$ cat config.mk
export PLATFORM = sky130hd
export DESIGN_NAME = beq_hazard_stall
export DESIGN_NICKNAME = d
export VERILOG_FILES = /design/src/rtl/beq_hazard_stall.sv
export SDC_FILE = /design/constraint.sdc
export NUM_CORES = 1
export LEC_CHECK = 0
export CAP_MARGIN = 20
export CORE_MARGIN = 2
export CORE_UTILIZATION = 44
export CTS_BUF_LIST = sky130_fd_sc_hd__clkbuf_4
export DETAILED_ROUTE_END_ITERATION = 8
export PLACE_DENSITY = 0.89
export RECOVER_POWER = 100
export SLEW_MARGIN = 20
export SYNTH_ARGS = -nofsm -noshare
export SYNTH_HDL_FRONTEND = slang
export SYNTH_SLANG_ARGS = --single-unit
$ cat constraint.sdc
create_clock -name clk -period 2.7 [get_ports clk]
set_input_delay 0.54 -clock clk [delete_from_list [all_inputs] [get_ports clk]]
set_output_delay 0.54 -clock clk [all_outputs]
set_load 0.1 [all_outputs]
$ cat src/rtl/beq_hazard_stall.sv
// BEQ hazard unit for a 5-stage pipeline with branch resolution in ID.
// A BEQ reads its operands in ID. A load still in EX costs two stall cycles
// and a load in MEM costs one. A taken BEQ squashes the IF/ID slot once.
// ALU producers need no stall because BEQ forwarding covers them.
module beq_hazard_stall (
   input  logic        clk,
   input  logic        rst,
   input  logic [0:7]  Control,
   input  logic [4:0]  IDRs,
   input  logic [4:0]  IDRt,
   input  logic [4:0]  EXRd,
   input  logic [4:0]  MEMRd,
   input  logic        EXMemRead,
   input  logic        MEMMemRead,
   input  logic        BranchTaken,
   output logic        PCWrite,
   output logic        IFIDWrite,
   output logic        CtrlBubble,
   output logic        IFFlush,
   output logic [15:0] StallCount,
   output logic [1:0]  HazState
);

   typedef enum logic [1:0] {
      StIdle   = 2'b00,
      StLdWait = 2'b01,
      StFlush  = 2'b10
   } haz_state_e;

   localparam logic [7:0] BeqCtrl = 8'b00001000;

   haz_state_e state_q, state_d;

   logic is_beq;
   logic match_ex;
   logic match_mem;
   logic load_ex_haz;
   logic load_mem_haz;
   logic stall;
   logic flush;

   // Hazard decode. Rs == Rt on the same producer is still one match.
   always_comb begin
      is_beq       = (Control == BeqCtrl);
      match_ex     = (EXRd != 5'd0) && ((EXRd == IDRs) || (EXRd == IDRt));
      match_mem    = (MEMRd != 5'd0) && ((MEMRd == IDRs) || (MEMRd == IDRt));
      load_ex_haz  = is_beq && EXMemRead && match_ex;
      load_mem_haz = is_beq && MEMMemRead && match_mem;
   end

   // Next state, stall and flush. A stall always wins over BranchTaken.
   always_comb begin
      state_d = StIdle;
      stall   = 1'b0;
      flush   = 1'b0;
      unique case (state_q)
         StIdle: begin
            if (load_ex_haz) begin
               // The load value is two stages away: hold here, then once more.
               stall   = 1'b1;
               state_d = StLdWait;
            end else if (load_mem_haz) begin
               // One cycle later the value reaches WB and is forwardable.
               stall   = 1'b1;
               state_d = StIdle;
            end else if (is_beq && BranchTaken) begin
               flush   = 1'b1;
               state_d = StFlush;
            end else begin
               state_d = StIdle;
            end
         end
         StLdWait: begin
            // Second stall cycle of a load-in-EX hazard, inputs ignored.
            stall   = 1'b1;
            state_d = StIdle;
         end
         StFlush: begin
            // The slot in ID is the squashed instruction, never a real BEQ.
            state_d = StIdle;
         end
         default: begin
            state_d = StIdle;
         end
      endcase
      // Reset releases the pipeline even if hazard inputs are present.
      if (rst) begin
         stall = 1'b0;
         flush = 1'b0;
      end
   end

   // Pipeline control outputs follow directly from stall and flush.
   always_comb begin
      PCWrite    = ~stall;
      IFIDWrite  = ~stall;
      CtrlBubble = stall;
      IFFlush    = flush;
   end

   // State register.
   always_ff @(posedge clk or posedge rst) begin
      if (rst) begin
         state_q <= StIdle;
      end else begin
         state_q <= state_d;
      end
   end

   // Saturating count of stalled cycles.
   always_ff @(posedge clk or posedge rst) begin
      if (rst) begin
         StallCount <= 16'd0;
      end else if (stall && (StallCount != 16'hFFFF)) begin
         StallCount <= StallCount + 16'd1;
      end
   end

   assign HazState = state_q;

endmodule

Word level (Yosys, flattened, before mapping) --
Index checks and enable logic that the tools add are counted.
Storage, ports and cells: flip-flop bits (word level) 18, bits in latches 0, bits in writable memories 0, ROM bits 0, output and inout port bits 22, word-level logic and storage cells 37, memories 0
Operators by class: $add $sub $neg 1, $mul 0, div/mod/pow operators 0, order comparisons 0, equal/unequal tests 7, shifts and indexed selects 0, mux-type cells 13, bitwise operators 1, reductions and logical operators 13
Operators with widths (count):
- $eq A5 B5 Y1 | 4
- $add A16 B1 Y16 const B | 1
- $ne A16 B16 Y1 const B | 1
- $reduce_bool A5 Y1 | 2
- $eq A8 B4 Y1 const B | 1
- $logic_and A1 B1 Y1 | 8
- $mux W1 | 8
- $mux W2 | 4
- $eq A2 B1 Y1 const B | 1
- $logic_not A2 Y1 | 1
- $logic_or A1 B1 Y1 | 2
- $pmux W1 S2 | 1
- $not A1 Y1 | 1

Depth between registers and ports, before layout --
Gate-level depths: netlist of run 1.
word-level depth 9, mapped depth 8, gate-level depth less buffers 7

Worst setup path before layout of run 1 --
OpenSTA, ideal clock, no wires.
kind input to output, start point input Control[2] (netlist name), end point output CtrlBubble, arrival 3.086 ns, required time 2.160 ns, slack -0.926 ns, cell stages on the path 7, buffers on the path 1, cells stage by stage nor4_1 and4b_2 o211ai_2 o221ai_4 buf_8 nand2_1 inv_1
On the way: longest elaborated chain between the ends 7
Ends and longest elaborated chain:
- from (decl) | line 8 | input logic [0:7] Control,
- $eq A8 B4 Y1 (*) | line 44 | is_beq = (Control == BeqCtrl);
- $logic_and A1 B1 Y1 (2 in a row) | line 48 | load_mem_haz = is_beq && MEMMemRead && match_mem;
- $mux W1 | line 62 | end else if (load_mem_haz) begin
- $mux W1 (*) | line 58 | if (load_ex_haz) begin
- $pmux W1 S2 (*) | line 56 | unique case (state_q)
- $mux W1 (*) | line 87 | if (rst) begin
- to (decl) | line 18 | output logic CtrlBubble,
Every way passes the cells marked *; elsewhere a longest branch is shown, timed or not.

Final worst setup path of run 1 --
start point input MEMRd[0], end point output IFFlush
On the way: longest elaborated chain between the ends 8
Ends and longest elaborated chain:
- from (decl) | line 12 | input logic [4:0] MEMRd,
- $eq A5 B5 Y1 | line 46 | match_mem = (MEMRd != 5'd0) && ((MEMRd == IDRs) || (MEMRd == IDRt));
- $logic_or A1 B1 Y1 | line 46
- $logic_and A1 B1 Y1 (*) | line 46
- $logic_and A1 B1 Y1 (*) | line 48
- $mux W1 (*) | line 62
- $mux W1 (*) | line 58
- $mux W1 (*) | line 56
- $mux W1 (*) | line 87
- to (decl) | line 19 | output logic IFFlush,
Marked as above.

==> results of run 1 <==
layout by cell type, fill, tap and decap left out, drive strengths merged:
cell type	n
a21boi	1
a22oi	2
and2	1
and3	16
and4	1
and4b	1
buf	26
clkbuf	24
clkdlybuf4s15	7
clkdlybuf4s50	5
clkinv	1
clkinvlp	1
dfrtp	18
dlygate4sd2	13
dlygate4sd3	1
dlymetal6s2s	4
ha	1
inv	2
mux2	2
nand2	3
nand3	16
nor2	8
nor2b	1
nor3	4
nor4	2
o211ai	2
o221ai	1
o22ai	1
or4	2
xnor2	14
xor2	20
path summary, 6_finish.rpt:
path | slack [ns] | to | start | depth (start not counted)
max in group asynchronous | 1.10 | StallCount[7]$_DFFE_PP0P_ | rst | 3
min in group asynchronous | 1.01 | StallCount[6]$_DFFE_PP0P_ | rst | 3
worst min-delay path | 0.50 | StallCount[10]$_DFFE_PP0P_ | StallCount[10]$_DFFE_PP0P_ | 1
worst max-delay path | 0.03 | IFFlush | MEMRd[0] | 9
worst max register to register | 0.47 | StallCount[13]$_DFFE_PP0P_ | StallCount[0]$_DFFE_PP0P_ | 8
worst min register to register | 0.50 | StallCount[10]$_DFFE_PP0P_ | StallCount[10]$_DFFE_PP0P_ | 1
state kept, by name, indices dropped and copies added (netlist names):
register / count
StallCount: 16
HazState: 2
where the power goes:
part	total [mW]	switching, mW	internal (mW)
Combinational	0.137	0.0721	0.0653
Clock	0.148	0.0935	0.0543
Sequential	0.272	0.00122	0.270
per-stage QoR:
step | std cells | utilization, % | setup TNS, ns
after floorplan | 123 | - | -0.119
after global placement | 219 | 70.8 | -0.621
after detailed placement | 219 | 70.8 | -1.25
after CTS | 229 | 74.3 | 0
after global routing | 232 | 75.1 | -0.0283
final | 232 | 75.1 | 0
what timing repair did:
item	4_1_cts	5_1_grt
endpoints found under the setup margin	4	4
setup buffers	6	3
gates resized for setup	34	23
pin swaps	18	17
critical path, delay by kind of cell:
family                 cells  cell delay, ns
AND/OR/NAND/NOR            3            0.41
AO/OA/AOI/OAI              2            0.48
XOR/XNOR                   1            0.20
buffers and inverters      3            0.50
final cells by class:
| type | count | area [µm²] | share of cell area [%] |
|---|---|---|---|
| Tap cell | 31 | 38.8 | 1.87 |
| Multi-Input combinational cell | 99 | 912 | 44.0 |
| Clock inverter | 1 | 3.75 | 0.181 |
| Clock buffer | 3 | 22.5 | 1.09 |
| Inverter | 3 | 15.0 | 0.725 |
| Timing Repair Buffer | 77 | 628 | 30.3 |
| Sequential cell | 18 | 450 | 21.8 |
routing by layer:
layer	GRT usage [%]	share of wire, %	up-vias
li1	-	-	581
met1	32.0	41	599
met2	45.6	53	26
met3	4.46	3.4	13
met4	9.63	2.5	0
met5	0	0	-
logic make-up (layout without fill, tap and decap cells):
group                      count (synthesis)  after routing  synth area share (%)
adders and majority gates                  1              1                 0.975
xor gates and xnor gates                  34             34                  23.2
muxes                                      2              2                  2.34
buffers and inverters                      6             84                  3.22
AOI/OAI and AO/OA                          7              7                  7.22
DFF                                       18             18                  35.1
and+or+nand+nor                           55             55                  27.9
==> summary.md, run 1 <==
| Metric | Value |
|---|---|
| Count of unique library cells instantiated by Yosys | `28` |
| Worst ir drop on vdd | `0.000396 V` |
| Most numerous cell in the Yosys netlist | `xor2_1` |
| Primary FF master, synth | `dfrtp_1` |
| Post-CTS Hold Buffers | `0` |
| Dpl cell area | `1950 µm²` |
| Worst Path Max Fanout | `2` |
| Initial antenna violation count | `0` |
| Routed wire length | `4.14 mm` |
| Layout cells sized above 1 | `34.3%` |
| HPWL after DPL | `2.89 mm` |
| Worst slew margin | `20.9%` |
| Core Region | `2760 µm²` |
| Max cap viols | `0` |
| Global-route wire length before repair | `6.41 mm` |
| Vias in the first global route | `1,273` |
| Slew @ Worst Pin | `1.19 ns` |
| Row count | `19` |
| DRT antenna net count | `0` |
| Endpoints failing hold | `0` |
| Worst Path Arrival | `2.13 ns` |
| Fmax | `375 MHz` |
| Power Density | `269 nW/µm²` |
| TritonCTS Sinks | `18` |
| GRT Util Overall | `26.0%` |
| Final period util | `98.8%` |
| Syn_nets | `157` |
| DR pass1 iterations | `4` |
| Syn Area/Cell | `10.4 µm²` |
| Crit end category | `primary output` |
| Final Skew | `0.0106 ns` |
| Total design power | `0.557 mW` |
| Post-route DRC | `0` |
| Hold/Removal Path Class | `reg -> reg` |
| Top-area cell type share of the netlist area | `35.1%` |
| Clk root buf | `clkbuf_4` |
| Yosys top cell by area | `dfrtp_1` |
| Number of synthesized register bits | `18` |
| Overflow after GRT | `0` |
| Routed length per instance | `17.8 µm` |
| CTS tree | `yes` |
| Final setup fails | `0` |
| Most frequent cells after synthesis | `20 x xor2_1, 18 x dfrtp_1, 16 x and3_1` |
| Die W | `58.0 µm` |
| DR vias | `1,219` |
| Setup CP Type | `in -> out` |
| Slowest stage delay, CP | `0.33 ns` |
| Max Slew Vio Count | `0` |
| WHS | `0.496 ns` |
| Layout Nets | `236` |
| Chip height | `58.0 µm` |
| CP Cell Sequence | `clkdlybuf4s15_1 -> buf_4 -> xor2_1 -> nor3_2 -> a22oi_2 -> o22ai_2 -> nor2_2 -> and2_4 -> buf_12` |
| Clock Latency Late Sink | `0.32 ns` |
| Synth-to-Final Area Change | `61.5%` |
| Antenna diode count | `0` |
| Largest net degree at the start of global routing | `19` |
| Vias/cell | `5.25` |
| Leakage power | `0.957 nW` |
| Run status | `complete, no violations` |
| Gate Count Post-Synth | `123` |
| Ports | `55` |
| CTS buffer count | `3` |
| GPL Wtd Cong | `0.795` |
| Top post-synthesis cells by area | `dfrtp_1 35%, xor2_1 14%, xnor2_1 9.6%, and3_1 7.8%, nand3_2 7.8%` |
| Post-Synthesis Cell Area | `1280 µm²` |
| Sequential share of the synthesized area | `35.1%` |
| Final WS setup | `0.0314 ns` |
| Starting density of the core | `46.5%` |
| Clock slew at reported path FFs | `0.11 ns` |
| I/O Buffers | `54` |
| Final Instance Area | `2070 µm²` |
| Crit path time final | `2.67 ns` |
| Ys Warns | `0` |
| WP data required | `2.16 ns` |
| Slowest cell on crit path | `a22oi_2` |
| Async SR Flop Fraction | `100%` |
| Die area | `3360 µm²` |
| Post-place setup slack | `-0.358 ns` |
| Worst setup SP type | `input port` |
| Detailed Route Iter0 Violations | `52` |
| Post-synth EDFFs | `0` |
| CTS max path bufs | `2` |
| H-tree Lvls | `1` |
| Filler cell count | `199` |
(Power assumes the default switching activity.)
==> inputs of run 2 (changes only) <==
--- a/config.mk
+++ b/config.mk
@@ -7,4 +7,5 @@
 export LEC_CHECK = 0
 export CAP_MARGIN = 20
+export CORE_ASPECT_RATIO = 1.4
 export CORE_MARGIN = 2
 export CORE_UTILIZATION = 44
==> constraint.sdc (replaced) <==
create_clock -name clk -period 2.7 [get_ports clk]
set_input_delay 0.81 -clock clk [delete_from_list [all_inputs] [get_ports clk]]
set_output_delay 0.81 -clock clk [all_outputs]
set_load 0.1 [all_outputs]
==> run 2 against run 1 <==
Compared with the run above: the run now ends with setup timing left; design area fell by 8.8%; cell count down 0.86%; clock power about the same; sequential cell count stayed put; die area up 0.18%; critical endpoint is now CtrlBubble.
==> summary.md, run 2 (synthesis gave the netlist of run 1 again) <==
| Metric | Value |
|---|---|
| WP data required | `1.89 ns` |
| Worst Path Arrival | `2.27 ns` |
| CP top delay family | `buffers and inverters` |
| Worst slew margin | `23.1%` |
| RSZ-0062 raised after global routing | `yes` |
| Global-route wire length before repair | `5.93 mm` |
| Routed length per instance | `15.1 µm` |
| TritonCTS Sinks | `18` |
| GRT Util Overall | `22.9%` |
| Top reg by flops | `StallCount` |
| Filler cell count | `260` |
| Antenna diode count | `0` |
| Setup CP Type | `in -> out` |
| DR vias | `1,210` |
| Final WS setup | `-0.376 ns` |
| CTS tree | `yes` |
| Clk root buf | `clkbuf_4` |
| Worst Path Max Fanout | `3` |
| Endpoints failing hold | `0` |
| Max Slew Vio Count | `0` |
| Most frequent cells in the layout | `20 x xor2_1, 19 x clkbuf_2, 18 x dfrtp_1` |
| CP Cell Sequence | `dlygate4sd2_1 -> xor2_1 -> nor3_2 -> a22oi_2 -> o221ai_4 -> nand2_8 -> clkinvlp_4 -> buf_12` |
| Setup Buffers After CTS | `0` |
| Routed wire length | `3.47 mm` |
| Final Util | `66.9%` |
| Vias/cell | `5.26` |
| Largest net degree at the start of global routing | `19` |
| Crit end category | `primary output` |
| Worst ir drop on vdd | `0.000165 V` |
| Overflow after GRT | `0` |
| Chip height | `67.9 µm` |
| Slowest cell on crit path | `dlygate4sd2_1` |
| Final period util | `114%` |
| Ports | `55` |
| Post-CTS Hold Buffers | `0` |
| Layout Nets | `228` |
| Detailed Route Iter0 Violations | `10` |
| Slew @ Worst Pin | `1.16 ns` |
| Slowest stage delay, CP | `0.27 ns` |
| Row count | `23` |
| Vias in the first global route | `1,347` |
| Placed cell count | `228` |
| Run status | `finished with violations` |
| H-tree Lvls | `1` |
| Post-route DRC | `0` |
| Clock slew at reported path FFs | `0.11 ns` |
| Final setup fails | `4` |
| R2R setup slack | `0.62 ns` |
| Worst setup SP type | `input port` |
| Layout Cells excl Fill | `230` |
| Max cap viols | `0` |
| Die area | `3370 µm²` |
| Max FFs per register | `16` |
| Hold/Removal Path Class | `reg -> reg` |
| Fmax | `325 MHz` |
| DRT antenna net count | `0` |
| I/O Buffers | `54` |
| WP buf/inv | `3` |
| HPWL after DPL | `2.84 mm` |
| Layout cells sized above 1 | `36.3%` |
| Power Density | `288 nW/µm²` |
| Clock Latency Late Sink | `0.31 ns` |
| GPL Wtd Cong | `0.828` |
| Failing checks | `setup timing` |
| Final Skew | `0.00134 ns` |
| Leakage power | `0.922 nW` |
| Total design power | `0.544 mW` |
| Die W | `49.6 µm` |
| Crit path time final | `3.08 ns` |
| Commonest non-fill, non-tap cell in the layout | `xor2_1` |
| Core Region | `2820 µm²` |
| Initial antenna violation count | `0` |
| CTS buffer count | `3` |
| Starting density of the core | `45.5%` |
| CTS max path bufs | `2` |
| Synth-to-Final Area Change | `47.2%` |
| DR pass1 iterations | `4` |
run 2: cell count changes in the layout (fill, tap and decap cells not counted), sizes merged:
cell,delta
dlymetal6s2s,-4
clkdlybuf4s15,-4
clkbuf,+1
buf,+1
clkdlybuf4s50,-2
run 2: repair_timing:
item,CTS,global route
gates resized for setup,71,5
setup endpoints to repair,14,4
pin swaps,18,14
run 2: layout make-up:
cell class | count | area [µm²] | area share [%]
clock buffers | 3 | 22.5 | 1.19
multi-input cells | 99 | 812 | 43.0
inverters | 3 | 15.0 | 0.795
well taps | 37 | 46.3 | 2.45
repair buffers | 69 | 538 | 28.5
flip-flops and latches | 18 | 450 | 23.9
clock inverters | 1 | 3.75 | 0.199
run 2: stage by stage:
stage          area (µm²)  setup TNS (ns)  hold WS (ns)  worst slack (ns)
3_3_place_gp         1980           -7.35         0.479            -0.750
2_1_floorplan        1310           -1.61         0.757            -0.659
3_5_place_dp         1980           -8.75         0.494            -0.818
5_1_grt              1890           -1.53         0.523            -0.429
6_report             1890           -1.33         0.512            -0.376
4_1_cts              1990           -1.38         0.513            -0.396
run 2: final timing paths:
path,from,to,cells past startpoint
setup / recovery,MEMRd[4],CtrlBubble,8
hold / removal,StallCount[9]$_DFFE_PP0P_,StallCount[9]$_DFFE_PP0P_,1
setup reg to reg,StallCount[0]$_DFFE_PP0P_,StallCount[10]$_DFFE_PP0P_,8
hold reg to reg,StallCount[9]$_DFFE_PP0P_,StallCount[9]$_DFFE_PP0P_,1
max in group asynchronous,rst,StallCount[7]$_DFFE_PP0P_,3
min in group asynchronous,rst,HazState[1]$_DFF_PP0_,3
run 2: routing by layer:
metal | share of wire, % | wire [µm] | track usage [%] | vias up
li1 | - | - | - | 570
met3 | 4.6 | 160 | 1.75 | 9
met1 | 34 | 1180 | 21.7 | 580
met4 | 2.6 | 90 | 10.1 | 0
met2 | 59 | 2040 | 49.0 | 51
met5 | 0 | 0 | 0 | -
run 2: report_power, final:
| part | internal [mW] | switching, mW | leakage (nW) |
|---|---|---|---|
| Combinational | 0.0592 | 0.0646 | 0.658 |
| Sequential | 0.270 | 0.00123 | 0.249 |
| Clock | 0.0541 | 0.0947 | 0.0154 |
==> inputs of run 3 (changes only) <==
Settings changed: GPL_ROUTABILITY_DRIVEN set to 1.
==> results of run 3 <==
No change in the layout: final DEF, timing and power equal those of run 2.
